`config.mk`:
```
export PLATFORM = sky130hd
export DESIGN_NAME = bcd_countdown_timer
export DESIGN_NICKNAME = d
export VERILOG_FILES = /design/src/rtl/bcd_countdown_timer.sv
export SDC_FILE = /design/constraint.sdc
export NUM_CORES = 1
export LEC_CHECK = 0
export CORE_AREA = 10 10 84 57
export DETAILED_ROUTE_END_ITERATION = 8
export DIE_AREA = 0 0 94 67
export PLACE_DENSITY_LB_ADDON = 0.3
export REMOVE_ABC_BUFFERS = 1
export SLEW_MARGIN = 20
export SYNTH_ARGS = -nofsm -noshare
export SYNTH_HDL_FRONTEND = slang
export SYNTH_SLANG_ARGS = --single-unit
export TNS_END_PERCENT = 10
```
`constraint.sdc`:
```
create_clock -name clk -period 3.4 [get_ports clk]
set_clock_uncertainty 0.1 [all_clocks]
set_input_delay 0.51 -clock clk [delete_from_list [all_inputs] [get_ports clk]]
set_output_delay 0.51 -clock clk [all_outputs]
set_load 0.005 [all_outputs]
```
`src/rtl/bcd_countdown_timer.sv`:
```
// bcd_countdown_timer: multi-digit BCD down-counter with load, start/pause
// control, a one-cycle expiry strobe and a one-cycle load-reject strobe.
// Digit 0 occupies bits [3:0]; each digit counts 9..0 and borrows upward.
//
//   state | meaning
//   ------+-----------------------------------------------------------
//   IDLE  | loaded or expired, ticks ignored, waiting for start
//   RUN   | counting down one BCD step per tick
//   HOLD  | paused mid-count, ticks ignored, start resumes
module bcd_countdown_timer #(
   parameter int DIGITS = 4
) (
   input  logic                  clk,
   input  logic                  rst,
   input  logic                  load,
   input  logic [4*DIGITS-1:0]   load_value,
   input  logic                  start,
   input  logic                  pause,
   input  logic                  tick,
   output logic [4*DIGITS-1:0]   count_out,
   output logic                  running,
   output logic                  done,
   output logic                  load_err
);

   localparam int W = 4 * DIGITS;

   typedef enum logic [1:0] {
      IDLE = 2'd0,
      RUN  = 2'd1,
      HOLD = 2'd2
   } state_t;

   state_t         state, state_nxt;
   logic [W-1:0]   count_nxt;
   logic           done_nxt;
   logic           load_err_nxt;
   logic           load_ok;
   logic           count_zero;
   logic [W-1:0]   count_dec;

   // True when every nibble is a legal BCD digit (0..9).
   function automatic logic bcd_valid(input logic [W-1:0] v);
      logic ok;
      ok = 1'b1;
      for (int k = 0; k < DIGITS; k++) begin
         if (v[4*k +: 4] > 4'd9) ok = 1'b0;
      end
      return ok;
   endfunction

   // One BCD decrement: a digit steps down only while every lower digit is
   // zero; a digit that borrows from zero wraps to 9.
   function automatic logic [W-1:0] bcd_dec(input logic [W-1:0] v);
      logic [W-1:0] r;
      logic         borrow;
      r      = v;
      borrow = 1'b1;
      for (int k = 0; k < DIGITS; k++) begin
         if (borrow) begin
            r[4*k +: 4] = (v[4*k +: 4] == 4'd0) ? 4'd9 : (v[4*k +: 4] - 4'd1);
         end
         borrow = borrow & (v[4*k +: 4] == 4'd0);
      end
      return r;
   endfunction

   assign load_ok    = bcd_valid(load_value);
   assign count_zero = (count_out == '0);
   assign count_dec  = bcd_dec(count_out);

   // Next state and next registered outputs; load > start > pause > tick.
   always_comb begin
      state_nxt    = state;
      count_nxt    = count_out;
      done_nxt     = 1'b0;
      load_err_nxt = 1'b0;
      if (load) begin
         if (load_ok) begin
            count_nxt = load_value;
            state_nxt = IDLE;
         end else begin
            load_err_nxt = 1'b1;
         end
      end else if (start) begin
         if (count_zero) begin
            done_nxt = 1'b1;
         end else if (state != RUN) begin
            state_nxt = RUN;
         end
      end else if (pause) begin
         if (state == RUN) state_nxt = HOLD;
      end else if (tick && (state == RUN) && !count_zero) begin
         count_nxt = count_dec;
         // Expiry: the step that lands on zero also leaves RUN.
         if (count_dec == '0) begin
            state_nxt = IDLE;
            done_nxt  = 1'b1;
         end
      end
   end

   // State and output registers; running mirrors the next state so it
   // changes on the same edge as the count and done.
   always_ff @(posedge clk or negedge rst) begin
      if (!rst) begin
         state     <= IDLE;
         count_out <= '0;
         running   <= 1'b0;
         done      <= 1'b0;
         load_err  <= 1'b0;
      end else begin
         state     <= state_nxt;
         count_out <= count_nxt;
         running   <= (state_nxt == RUN);
         done      <= done_nxt;
         load_err  <= load_err_nxt;
      end
   end

endmodule

```
Word-level counts from Yosys, hierarchy flattened
Index checks and enable logic that the tools add are counted.
W data, S select, Z words.
{ "totals": {"reg_bits": 21, "latchBits": 0, "ramBits": 0, "rom_bits": 0, "in_bits": 22, "output_inout_bits": 19, "memories": 0} }
{ "classes": {"n_addsub": 4, "multipliers": 0, "div_mod_pow": 0, "magnitude_cmp": 4, "n_eq_ne": 6, "n_shift": 0, "mux": 33, "bitwise_logic": 2, "reduce_logical": 11} }
{ "op_table": {"columns": ["operator", "n"], "rows": [
  ["$mux W16", 5],
  ["$logic_not A16 Y1", 2],
  ["$mux W4", 7],
  ["$mux W2", 9],
  ["$gt A4 B4 Y1 const B", 4],
  ["$logic_not A4 Y1", 4],
  ["$sub A4 B1 Y4 const B", 4],
  ["$mux W1", 12],
  ["$eq A2 B1 Y1 const B", 2],
  ["$ne A2 B1 Y1 const B", 2],
  ["$ne A2 B2 Y1 const B", 2],
  ["$reduce_and A4 Y1", 1],
  ["$and A1 B1 Y1", 2],
  ["$logic_and A1 B1 Y1", 2],
  ["$reduce_bool A2 Y1", 1],
  ["$logic_not A1 Y1", 1]
]} }

Longest topological paths before layout
{ "depth": {"word_depth": 11, "depth_mapped": 9} }

Least setup slack after synthesis
Ideal clock, no wire load.
{ "synth_path": {"kind": "reg2reg", "startpoint": "reg count_out[0]", "endpoint": "reg count_out[0]", "setup_time_ns": 0.126, "arrival_time_ns": 2.017, "slack_ns": 1.157, "stages_incl_launch_ff": 8, "n_path_buf": 0, "cell_sequence": "dfrtp_1 inv_1 ha_1 nor4b_4 nand4_4 o31ai_4 a21oi_2 a311o_1"} }
{ "synth_between": {"elab_chain_cells": 6, "word_cells_on_any_way": 12, "classes_between": "1 x add/sub; 5 x mux; 6 x reduce/logical"} }
{ "synth_lines": {"columns": ["element", "line", "rtl"], "rows": [
  ["start: declaration", "20", "output logic [4*DIGITS-1:0] count_out,"],
  ["start signal: assignment", "114", "count_out <= count_nxt;"],
  ["$sub A4 B1 Y4 / $logic_not A4 Y1 (equally long branches)", "61", "r[4*k +: 4] = (v[4*k +: 4] == 4'd0) ? 4'd9 : (v[4*k +: 4] - 4'd1);"],
  ["$mux W4", "61", null],
  ["$mux W16", "93", "end else if (tick && (state == RUN) && !count_zero) begin"],
  ["$mux W16", "91", "end else if (pause) begin"],
  ["$mux W16", "85", "end else if (start) begin"],
  ["$mux W16", "78", "if (load) begin"]
]} }
Parallel ways exist; a longest one is shown, timed or not. The select of a mux whose other input is x is not followed.
A chain may end at the register's enable or synchronous reset.

Worst setup path after layout
{ "layout_path": {"startpoint": "reg count_out[0]", "endpoint": "reg count_out[11]"} }
{ "layout_between": {"elab_chain_cells": 7, "word_cells_on_any_way": 12, "classes_between": "5 x mux; 1 x bitwise; 6 x reduce/logical"} }
{ "layout_lines": {"columns": ["element", "line", "rtl"], "rows": [
  ["$logic_not A4 Y1", "63", "borrow = borrow & (v[4*k +: 4] == 4'd0);"],
  ["$and A1 B1 Y1", "63", null],
  ["$mux W4", "60", "if (borrow) begin"],
  ["$mux W16", "93", null],
  ["$mux W16", "91", null],
  ["$mux W16", "85", null],
  ["$mux W16", "78", null]
]} }
Parallel ways exist; a longest one is shown, timed or not. The select of a mux whose other input is x is not followed.

==> flow_summary.yaml <==
global_routing:
  grt_max_degree: 32
  grt_pass1_wl_microns: 6920
  antenna_found_initial: 0
  grt_pass1_vias: 1367
  grt_use_total: 0.1360
  grt_overflow_total: 0
floorplan:
  die_width_microns: 94
  die_area_sq_um: 6298
  coreArea_sq_um: 3203
  io_pins: 41
  die_h_microns: 67
  start_util: 0.4445
  core.rowCount: 16
timing:
  rsz0062_at_grt: "false"
  slew_violations: 0
  finalSetupViolCount: 0
  timing.final.crit_share: 0.8015
  fin_setup_tns_ns: 0
  max_freq_ghz: 0.3670
  hold_viol_final: 0
  fin_crit_ns: 2.725
  max_slew_margin: 0.6214
  tightestPinTransition_ns: 0.5605
clock_tree:
  path_clk_slew_ns: 0.09
  htreeDepth: 1
  cts_inserted_buffers: 3
  clkLatencyLatePin_ns: 0.27
  cts_tree: "done"
  clock_path_buffers: 2
  post_cts_resized: 0
  cts_hold_buf: 0
  clock-root-buffer: "clkbuf_8"
  post_cts_buffers: 0
  cts_sinks: 21
layout:
  num-fill-cells: 287
  nets: 230
  area_growth_pct: 34.09
  multi_input_area_sq_um: 844.6
  final_area_sq_um: 1909
  instances_no_fill: 249
  drive_gt1_frac: 0.08333
  fin_util: 0.5961
  diodes: 0
  regArea_sq_um: 525.5
drt:
  dr.pass1.iters: 5
  wl_microns: 4222
  first_iter_violations: 90
  avgRoutedWirePerCell_microns: 16.96
  drc: 0
  ant_nets: 0
  vias_per_cell: 5.795
  dr_total_vias: 1443
status:
  outcome: "finished, final reports clean"
logic_synthesis:
  yosysSeqAreaShare: 0.3691
  synth_cell_types: 49
  postSynthCellCount: 164
  yosys_warnings: 0
  synth-seq-cells: 21
  avgSynthCellArea_sq_um: 8.682
  synthesis.area_sq_um: 1424
worst_setup_path:
  r2r-end: "count_out[11]"
  rrSetupSlack_ns: 0.67
  endpoint_kind: "register"
  crit_start: "count_out[0]"
  path_class: "reg2reg"
  required_ns: 3.45
  cp.arrival_ns: 2.78
  worstReg2RegStart: "count_out[0]"
  crit_path_max_fanout: 23
  rr_worst_depth: 8
  startpoint_type: "register"
pwr:
  report.power.total_mw: 0.8930
  ir_drop_mv: 0.2132
  power_density_nw_per_um2: 467.7
  p_leak_nw: 0.7401
placement:
  dpl.cell_count: 245
  dp_hpwl_microns: 3206
  dpl_cell_area_sq_um: 1868
  place.gp.congestion: 0.8306
  port_buffers: 40
hold_path:
  min_path_type: "in2async"
flow_run:
  cap_viol_max_count: 0
[layout by cell type (no fill, tap or decap), drive strengths merged, types with 3 or more instances in the layout]
| cell | netlist | final |
|---|---|---|
| clkdlybuf4s50 | 0 | 39 |
| o21ai | 26 | 26 |
| dfrtp | 21 | 21 |
| nor2 | 18 | 18 |
| a21oi | 15 | 15 |
| nand2 | 9 | 9 |
| inv | 7 | 7 |
| nor3 | 5 | 5 |
| nand2b | 4 | 4 |
| mux2i | 3 | 3 |
| nor2b | 3 | 3 |
| a31oi | 3 | 3 |
| o22ai | 3 | 3 |
| and2 | 3 | 3 |
| ha | 3 | 3 |
| clkbuf | 4 | 3 |
| o31ai | 3 | 3 |
| nor4 | 3 | 3 |
| buf | 2 | 3 |
[stage by stage]
| step | setup slack (ns) | hold WS [ns] |
|---|---|---|
| 2_1_floorplan | 1.125 | 0.1144 |
| 3_3_place_gp | 0.8207 | 0.4535 |
| 3_5_place_dp | 0.7374 | 0.4650 |
| 4_1_cts | 0.6846 | 0.4865 |
| 5_1_grt | 0.4201 | 0.1336 |
| 6_report | 0.6749 | 0.09798 |
[sequential cells by signal, indices dropped and copies added (netlist names)]
name       flops
load_err       1
count_out     16
state          2
running        1
done           1
[power breakdown]
group,leakage [nW],switching [mW],total [mW],internal [mW]
sequential,0.258,0.0828,0.380,0.298
combinational,0.457,0.159,0.344,0.185
clock,0.0255,0.0870,0.169,0.0817
total,0.740,0.329,0.893,0.564
[metal layers]
metal  part of all wire  GRT usage  up-vias
met5                  0          0        -
met4             0.0073    0.01887        0
met3              0.091    0.04586        8
met2               0.44     0.2096       67
met1               0.46     0.1827      677
li1                   -          -      691
[cell usage after synthesis (all sizes together)]
cell type / count / share of area
a21boi: 1 / 0.0053
or4: 2 / 0.013
and2: 3 / 0.013
a31oi: 3 / 0.013
o22ai: 3 / 0.013
nor2: 18 / 0.047
or3: 1 / 0.0044
nor4b: 2 / 0.023
nor4: 3 / 0.024
buf: 2 / 0.0088
nand2: 9 / 0.024
a311o: 2 / 0.014
a21o: 2 / 0.011
a41oi: 1 / 0.0062
mux2i: 3 / 0.021
a22o: 2 / 0.012
o311a: 1 / 0.0070
nand3: 2 / 0.0070
inv: 7 / 0.018
nand2b: 4 / 0.018
ha: 3 / 0.026
a21oi: 15 / 0.055
o2111ai: 1 / 0.0062
xnor2: 1 / 0.0062
nor2b: 3 / 0.013
clkbuf: 4 / 0.011
or2: 2 / 0.0088
nand4: 2 / 0.019
dfrtp: 21 / 0.37
nor3: 5 / 0.018
and4b: 2 / 0.014
a211oi: 1 / 0.0053
or4b: 1 / 0.0070
nand4b: 1 / 0.0062
o21ai: 26 / 0.094
o31ai: 3 / 0.025
a22oi: 1 / 0.0053
a2bb2oi: 1 / 0.0062
[logic make-up (layout without fill, tap and decap cells)]
| group | count (synthesis) | after routing | share of synthesized area |
|---|---|---|---|
| compound gates | 63 | 63 | 0.2803 |
| simple gates | 60 | 60 | 0.2592 |
| flops | 21 | 21 | 0.3691 |
| buf+inv | 13 | 53 | 0.03778 |
| fa+ha+maj | 3 | 3 | 0.02636 |
| mux | 3 | 3 | 0.02109 |
| xor+xnor | 1 | 1 | 0.006152 |
[layout make-up]
class | count | share of cell area
Sequential cell | 21 | 0.2752
Clock buffer | 3 | 0.02163
Timing Repair Buffer | 42 | 0.2149
Clock inverter | 1 | 0.002621
Multi-Input combinational cell | 130 | 0.4423
Tap cell | 45 | 0.02949
Inverter | 7 | 0.01376
[critical path, cell delays in order, from the launching register on]
cell	delay [ns]
dfrtp_1	0.45
inv_1	0.13
ha_1	0.21
nor4b_4	0.48
nand4_4	0.24
o31ai_4	0.34
a21o_2	0.42
a21oi_1	0.07
a21o_1	0.16
[worst max path at each step]
| stage | endpoint | slack, ns |
|---|---|---|
| 2_1_floorplan | count_out[11] | 1.13 |
| 3_3_place_gp | count_out[11] | 0.82 |
| 3_5_place_dp | count_out[11] | 0.74 |
| 4_1_cts | count_out[9] | 0.68 |
| 5_1_grt | count_out[9] | 0.42 |
| 6_report | count_out[11] | 0.67 |
No activity file was read; power rests on OpenSTA's default activity.
